### src/rtl/sha512_msg_padder_if.sv
// Message-word stream between upstream producer, SHA-512 padder and the core.
// The padder takes the slave view; the producer/core side takes the master view.
interface sha512_msg_padder_if;
    logic [63:0] in_data;
    logic        in_valid;
    logic        in_last;
    logic [2:0]  in_bytes;
    logic        in_ready;
    logic        new_msg;
    logic [63:0] msg_word;
    logic        msg_word_valid;
    logic        msg_word_ack;
    logic        msg_complete;

    modport slave (
        input  in_data, in_valid, in_last, in_bytes, msg_word_ack,
        output in_ready, new_msg, msg_word, msg_word_valid, msg_complete
    );

    modport master (
        output in_data, in_valid, in_last, in_bytes, msg_word_ack,
        input  in_ready, new_msg, msg_word, msg_word_valid, msg_complete
    );
endinterface

### src/rtl/sha512_msg_padder.sv
// Streaming FIPS 180-4 SHA-512 padder: emits message, 0x80, zero fill and the
// 128-bit bit length as 16 x 64-bit words per block through one output register.
module sha512_msg_padder #(
    parameter int unsigned LEN_W = 64
) (
    input  logic              clk,
    input  logic              reset_n,
    sha512_msg_padder_if.slave bus
);

    typedef enum logic [2:0] {
        IDLE, DATA, PAD80, ZERO, LEN_HI, LEN_LO, DONE
    } state_t;

    state_t           state_q;
    logic [63:0]      word_q;
    logic             valid_q;
    logic             new_msg_q;
    logic             complete_q;
    logic [LEN_W-1:0] byte_cnt_q;
    logic [3:0]       idx_q;

    logic             xfer;
    logic             advance;
    logic             in_phase;
    logic             accept;
    logic             msg_start;
    logic [3:0]       pos;
    logic [3:0]       add_bytes;
    logic [LEN_W-1:0] cnt_base;
    logic [LEN_W-1:0] byte_cnt_d;
    logic [63:0]      last_word_d;
    logic [127:0]     len_bits;

    assign xfer      = valid_q && bus.msg_word_ack;
    assign advance   = !valid_q || bus.msg_word_ack;
    assign in_phase  = (state_q == IDLE) || (state_q == DATA) || (state_q == DONE);
    assign msg_start = (state_q == IDLE) || (state_q == DONE);
    assign accept    = bus.in_valid && in_phase && advance;

    // Block position of the word loaded into the output register this cycle.
    assign pos        = msg_start ? '0 : idx_q + 4'(xfer);
    assign add_bytes  = (bus.in_last && (bus.in_bytes != 3'd0)) ? {1'b0, bus.in_bytes} : 4'd8;
    assign cnt_base   = msg_start ? '0 : byte_cnt_q;
    assign byte_cnt_d = cnt_base + LEN_W'(add_bytes);
    assign len_bits   = 128'(byte_cnt_q) << 3;

    always_comb begin
        last_word_d = '0;
        for (int unsigned b = 0; b < 8; b++) begin
            if (b < 32'(bus.in_bytes)) begin
                last_word_d[63-8*b -: 8] = bus.in_data[63-8*b -: 8];
            end else if (b == 32'(bus.in_bytes)) begin
                last_word_d[63-8*b -: 8] = 8'h80;
            end
        end
    end

    always_ff @(posedge clk or negedge reset_n) begin
        if (!reset_n) begin
            state_q    <= IDLE;
            word_q     <= '0;
            valid_q    <= 1'b0;
            new_msg_q  <= 1'b0;
            complete_q <= 1'b0;
            byte_cnt_q <= '0;
            idx_q      <= '0;
        end else begin
            new_msg_q <= 1'b0;
            if (xfer) begin
                idx_q <= idx_q + 4'd1;
            end
            case (state_q)
                IDLE, DATA, DONE: begin
                    if (accept) begin
                        valid_q    <= 1'b1;
                        byte_cnt_q <= byte_cnt_d;
                        if (msg_start) begin
                            idx_q      <= '0;
                            new_msg_q  <= 1'b1;
                            complete_q <= 1'b0;
                        end
                        if (!bus.in_last) begin
                            word_q  <= bus.in_data;
                            state_q <= DATA;
                        end else if (bus.in_bytes == 3'd0) begin
                            word_q  <= bus.in_data;
                            state_q <= PAD80;
                        end else begin
                            // 0x80 already folded in; go to length if it sits at idx 13
                            word_q  <= last_word_d;
                            state_q <= (pos == 4'd13) ? LEN_HI : ZERO;
                        end
                    end else if (xfer) begin
                        valid_q <= 1'b0;
                    end
                end
                PAD80, ZERO: begin
                    if (advance) begin
                        word_q  <= (state_q == PAD80) ? 64'h8000_0000_0000_0000 : '0;
                        state_q <= (pos == 4'd13) ? LEN_HI : ZERO;
                    end
                end
                LEN_HI: begin
                    if (advance) begin
                        word_q  <= len_bits[127:64];
                        state_q <= LEN_LO;
                    end
                end
                LEN_LO: begin
                    // idx 15 means the low length word is already in the register
                    if (idx_q == 4'd15) begin
                        if (xfer) begin
                            valid_q    <= 1'b0;
                            complete_q <= 1'b1;
                            state_q    <= DONE;
                        end
                    end else if (advance) begin
                        word_q <= len_bits[63:0];
                    end
                end
                default: state_q <= IDLE;
            endcase
        end
    end

    assign bus.in_ready       = in_phase && advance;
    assign bus.new_msg        = new_msg_q;
    assign bus.msg_word       = word_q;
    assign bus.msg_word_valid = valid_q;
    assign bus.msg_complete   = complete_q;

endmodule

### src/flat_wrapper.sv
// flat-port wrapper written by rule: the top's interface ports become plain ports
module sha512_msg_padder_flat 
#(
    parameter int unsigned LEN_W = 64
)
  (clk, reset_n, bus_in_data, bus_in_valid, bus_in_last, bus_in_bytes, bus_msg_word_ack, bus_in_ready, bus_new_msg, bus_msg_word, bus_msg_word_valid, bus_msg_complete);
  sha512_msg_padder_if bus_i ();
  input  logic clk;
  input  logic reset_n;
  input wire logic [$bits(bus_i.in_data)-1:0] bus_in_data;
  input wire logic [$bits(bus_i.in_valid)-1:0] bus_in_valid;
  input wire logic [$bits(bus_i.in_last)-1:0] bus_in_last;
  input wire logic [$bits(bus_i.in_bytes)-1:0] bus_in_bytes;
  input wire logic [$bits(bus_i.msg_word_ack)-1:0] bus_msg_word_ack;
  output wire logic [$bits(bus_i.in_ready)-1:0] bus_in_ready;
  output wire logic [$bits(bus_i.new_msg)-1:0] bus_new_msg;
  output wire logic [$bits(bus_i.msg_word)-1:0] bus_msg_word;
  output wire logic [$bits(bus_i.msg_word_valid)-1:0] bus_msg_word_valid;
  output wire logic [$bits(bus_i.msg_complete)-1:0] bus_msg_complete;
  assign bus_i.in_data = bus_in_data;
  assign bus_i.in_valid = bus_in_valid;
  assign bus_i.in_last = bus_in_last;
  assign bus_i.in_bytes = bus_in_bytes;
  assign bus_i.msg_word_ack = bus_msg_word_ack;
  assign bus_in_ready = bus_i.in_ready;
  assign bus_new_msg = bus_i.new_msg;
  assign bus_msg_word = bus_i.msg_word;
  assign bus_msg_word_valid = bus_i.msg_word_valid;
  assign bus_msg_complete = bus_i.msg_complete;
  sha512_msg_padder #(.LEN_W(LEN_W)) u_core (.clk(clk), .reset_n(reset_n), .bus(bus_i));
endmodule
### config.mk
export PLATFORM = sky130hd
export DESIGN_NAME = sha512_msg_padder_flat
export DESIGN_NICKNAME = d
export VERILOG_FILES = /design/src/rtl/sha512_msg_padder_if.sv /design/src/rtl/sha512_msg_padder.sv /design/src/flat_wrapper.sv
export SDC_FILE = /design/constraint.sdc
export NUM_CORES = 1
export LEC_CHECK = 0
export BUFFER_PORTS_ARGS = -buffer_cell sky130_fd_sc_hd__buf_2
export CORE_MARGIN = 5
export CORE_UTILIZATION = 45
export CTS_BUF_LIST = sky130_fd_sc_hd__clkbuf_4
export DETAILED_ROUTE_END_ITERATION = 8
export GPL_ROUTABILITY_DRIVEN = 0
export PLACE_DENSITY = 0.78
export SYNTH_ARGS = -nofsm -noshare
export SYNTH_HDL_FRONTEND = slang
export SYNTH_SLANG_ARGS = --single-unit
### constraint.sdc
create_clock -name clk -period 8.5 [get_ports clk]
set_clock_uncertainty 0.15 [all_clocks]
set_input_delay 0.85 -clock clk [delete_from_list [all_inputs] [get_ports clk]]
set_output_delay 0.85 -clock clk [all_outputs]
set_load 0.005 [all_outputs]
==> flow_summary.json <==
{
  "status": "complete, no violations",
  "synth-adder-area-share": 0.0139,
  "final_core_utilization": 0.516,
  "layout_setup_ws_ns": 3.17,
  "ff2ff_setup_slack_ns": 3.17,
  "grt_first_pass_wirelength_mm": 36.8,
  "seqPwrFrac": 0.565,
  "setup_viol": 0,
  "final_min_period_over_clock_period": 0.627,
  "drv_cap": 0,
  "die-area_sq_um": 19900,
  "antenna_violations_before_repair": 1,
  "maximum_fanout_along_the_worst_path": 20,
  "boundaryPins": 140,
  "use_met2": 0.343,
  "timing.final.max_slew_violations": 0,
  "timing.rr.end": "u_core.byte_cnt_q[49]",
  "power_per_cell_area_nw_per_um2": 132,
  "combinational_family_with_the_most_area_after_synthesis": "simple AND/OR/NAND/NOR gates",
  "num_vias": 7359,
  "drt_first_iter_violations": 808,
  "grt_setup_unrepaired": "false",
  "cts_root_buf": "sky130_fd_sc_hd__clkbuf_4",
  "globalRoute.busiestLayer": "met2",
  "detailedRoute.firstPassIterationCount": 6,
  "postSynthRegisterBits": 138,
  "asyncSetResetFlopFracSynth": 1.00,
  "synth_area_sq_um": 7750,
  "cts-resized-gates": 0,
  "yosysWarningCount": 0,
  "globalRouteTotalUtil": 0.231,
  "r2r_start": "u_core.state_q[2]",
  "synth_enable_flop_cells": 0,
  "finalCriticalPeriod_ns": 5.33,
  "tritoncts.num_buffers": 17,
  "worstSetupPathDepth": 9,
  "floorplan.die.width_um": 141,
  "cts-root-to-sink-buffers": 2,
  "placementRows": 48,
  "power.clock.fraction": 0.396,
  "port_buffers": 139,
  "max_stage_delay_ns": 0.97,
  "detailed_place_hpwl_mm": 15.9,
  "synthCells": 875,
  "critPathCapture": "u_core.byte_cnt_q[49]",
  "initial_core_util": 0.453,
  "number_of_cells_in_the_design_after_placement": 1186,
  "nets": 1060,
  "maximum_number_of_pins_on_one_net_before_global_route_repair": 129,
  "critical_path_buf_inv_count": 0,
  "p_int_mw": 0.875,
  "met1_usage": 0.328,
  "wl_mm": 22.9,
  "worst-endpoint-arrival_ns": 5.65,
  "route.detailed.vias_per_inst": 6.04,
  "number_of_remaining_drc_errors": 0,
  "reg2regPathDepth": 9,
  "hold_path_class": "input port to asynchronous set/reset pin",
  "end_kind": "flip-flop",
  "compound_cell_area_share_of_the_yosys_netlist": 0.200,
  "tritoncts": "built",
  "antenna_violating_nets_post_route": 0,
  "cell_chain_critical_path": "xnor2_2 -> nand2_1 -> and2_1 -> ha_1 -> nand4_1 -> o211ai_1 -> and4bb_1 -> nand3_1 -> xor2_1",
  "path_clk_slew_ns": 0.14,
  "placement.setup.worst_slack_ns": 3.31,
  "yosys.cell_types.count": 73,
  "ys_dominant_reg_cell": "sky130_fd_sc_hd__dfrtp_1",
  "relSlewSlack": 0.252,
  "cts.sinks": 138,
  "grt_pass1_vias": 6927,
  "ir_worst_vdd_mv": 0.0692,
  "post_route_cells_drive_above_1_share": 0.193,
  "top_cell_family_by_delay_on_the_critical_path": "simple AND/OR/NAND/NOR gates",
  "criticalPathCategory": "flip-flop to flip-flop",
  "post_synth_and_or_nand_nor_area_fraction": 0.237,
  "grt-ovfl-total": 0,
  "slowest_stage": "sky130_fd_sc_hd__xnor2_2",
  "synth.net_count": 955,
  "syn_to_final_growth_pct": 14.0,
  "critical_path_start": "u_core.state_q[2]",
  "power.switching_mw": 0.286,
  "htreeDepth": 4,
  "startpoint_type": "flip-flop",
  "number_of_buffers_inserted_for_hold_repair_after_clock_tree_synthesis": 0,
  "fmaxAchievable_ghz": 0.188,
  "final-hold-violation-count": 0,
  "synth_mux_area_frac": 0.00646,
  "synth-seq-area-share": 0.446,
  "transition_time_of_the_tightest_slew_check_pin_ns": 1.12,
  "switching_share": 0.247,
  "route.detailed.wl_per_inst_um": 18.8,
  "post_cts.repair.setup_buffers": 0,
  "floorplan.die.height_um": 141,
  "cp_data_required_time_ns": 8.82,
  "grt_use_met3": 0.0529,
  "synth_area_per_cell_sq_um": 8.85,
  "logic_pwr_share": 0.039,
  "synth-xor-area-share": 0.0565,
  "clkLatencyLatePin_ns": 0.59,
  "layoutNonFillerInstCount": 1218,
  "finalSetupTns_ns": 0,
  "core_sq_um": 17100,
  "p_leak_nw": 3.78
}
==> sequential cells by signal (all words and copies together), names as in the netlist <==
signal                     flops
u_core.bus.msg_word_valid      1
u_core.bus.new_msg             1
u_core.state_q                 3
u_core.idx_q                   4
u_core.bus.msg_complete        1
u_core.byte_cnt_q             64
u_core.bus.msg_word           64
==> final cells by class <==
| type | instances | area, sq um |
|---|---|---|
| Clock buffer | 18 | 135 |
| Tap cell | 225 | 282 |
| Multi-Input combinational cell | 663 | 4000 |
| Sequential cell | 138 | 3450 |
| Clock inverter | 13 | 154 |
| Inverter | 16 | 60.1 |
| Fill cell | 1621 | 8290 |
| Timing Repair Buffer | 144 | 739 |
| Antenna cell | 1 | 2.50 |
==> power by group through the flow <==
stage                     Combinational (mW)  Sequential (mW)  Clock (mW)
after floorplan                       0.0103            0.669           0
after global placement                0.0454            0.669           0
after detailed placement              0.0457            0.669           0
after CTS                             0.0460            0.656       0.467
after global routing                  0.0507            0.657       0.496
final                                 0.0453            0.656       0.460
==> worst reg2reg max path, cell delays in order (launching register included) <==
cell and delay [ns]:
sky130_fd_sc_hd__dfrtp_1 0.67, sky130_fd_sc_hd__xnor2_2 0.97, sky130_fd_sc_hd__nand2_1 0.74, sky130_fd_sc_hd__and2_1 0.40, sky130_fd_sc_hd__ha_1 0.37, sky130_fd_sc_hd__nand4_1 0.12, sky130_fd_sc_hd__o211ai_1 0.82, sky130_fd_sc_hd__and4bb_1 0.61
sky130_fd_sc_hd__nand3_1 0.20, sky130_fd_sc_hd__xor2_1 0.18
==> placed cells by master (no fill, tap or decap), types with 4 or more instances in the layout <==
cell type / count
sky130_fd_sc_hd__a21oi_1: 27
sky130_fd_sc_hd__a22oi_1: 56
sky130_fd_sc_hd__a31oi_1: 14
sky130_fd_sc_hd__and2_1: 12
sky130_fd_sc_hd__and3_1: 6
sky130_fd_sc_hd__and4_1: 10
sky130_fd_sc_hd__buf_2: 138
sky130_fd_sc_hd__buf_4: 5
sky130_fd_sc_hd__clkbuf_4: 18
sky130_fd_sc_hd__clkinv_2: 4
sky130_fd_sc_hd__dfrtp_1: 138
sky130_fd_sc_hd__ha_1: 7
sky130_fd_sc_hd__inv_1: 16
sky130_fd_sc_hd__mux2i_1: 5
sky130_fd_sc_hd__nand2_1: 164
sky130_fd_sc_hd__nand3_1: 36
sky130_fd_sc_hd__nand4_1: 34
sky130_fd_sc_hd__nor2_1: 32
sky130_fd_sc_hd__nor2b_1: 7
sky130_fd_sc_hd__nor3_1: 15
sky130_fd_sc_hd__nor4_1: 18
sky130_fd_sc_hd__o211ai_1: 6
sky130_fd_sc_hd__o21ai_0: 92
sky130_fd_sc_hd__xnor2_1: 17
sky130_fd_sc_hd__xor2_1: 28
==> cell usage after synthesis (10+ instances only) <==
master	count	area [sq um]
sky130_fd_sc_hd__a31oi_1	14	87.6
sky130_fd_sc_hd__clkbuf_1	41	154
sky130_fd_sc_hd__nor3_1	15	75.1
sky130_fd_sc_hd__nor4_1	18	113
sky130_fd_sc_hd__a22oi_1	56	420
sky130_fd_sc_hd__xnor2_1	17	149
sky130_fd_sc_hd__a21oi_1	27	135
sky130_fd_sc_hd__nand4_1	34	213
sky130_fd_sc_hd__and4_1	10	87.6
sky130_fd_sc_hd__and2_1	12	75.1
sky130_fd_sc_hd__nand3_1	36	180
sky130_fd_sc_hd__xor2_1	28	245
sky130_fd_sc_hd__dfrtp_1	138	3450
sky130_fd_sc_hd__o21ai_0	92	460
sky130_fd_sc_hd__nand2_1	165	619
sky130_fd_sc_hd__buf_2	10	50.1
sky130_fd_sc_hd__nor2_1	34	128
sky130_fd_sc_hd__inv_1	16	60.1
==> through the flow <==
step | area (sq um) | hold slack (ns) | total power, mW
floorplan | 7750 | 0.310 | 0.679
global placement | 8540 | 0.305 | 0.714
detailed placement | 8540 | 0.315 | 0.715
CTS | 8830 | 0.177 | 1.17
global route | 8830 | 0.212 | 1.20
finish | 8830 | 0.154 | 1.16
==> worst min-delay path by stage <==
stage          slack (ns)                      end                    start  cells past startpoint
3_5_place_dp         0.31  u_core.bus.msg_word[13]  u_core.bus.msg_word[13]                      2
3_3_place_gp         0.30  u_core.bus.msg_word[32]  u_core.bus.msg_word[32]                      2
5_1_grt              0.21        u_core.state_q[1]                  reset_n                      1
4_1_cts              0.18   u_core.bus.msg_word[2]                  reset_n                      1
2_1_floorplan        0.31     u_core.byte_cnt_q[0]     u_core.byte_cnt_q[0]                      2
6_report             0.15   u_core.bus.msg_word[2]                  reset_n                      1
==> routing by layer <==
layer | up-vias | part of all wire
li1 | 3413 | -
met1 | 3528 | 0.44
met2 | 383 | 0.45
met3 | 35 | 0.092
met4 | 0 | 0.023
met5 | - | 0
==> logic make-up (layout without fill, tap and decap cells) <==
logic type / Yosys count / in the layout
other: 0 / 1
AOI/OAI and AO/OA: 239 / 239
adders and majority gates: 8 / 8
buffers and inverters: 74 / 191
xor gates and xnor gates: 47 / 47
muxes: 5 / 5
and+or+nand+nor: 364 / 364
DFF: 138 / 138
Note: power is estimated with default switching activity, not from simulation.
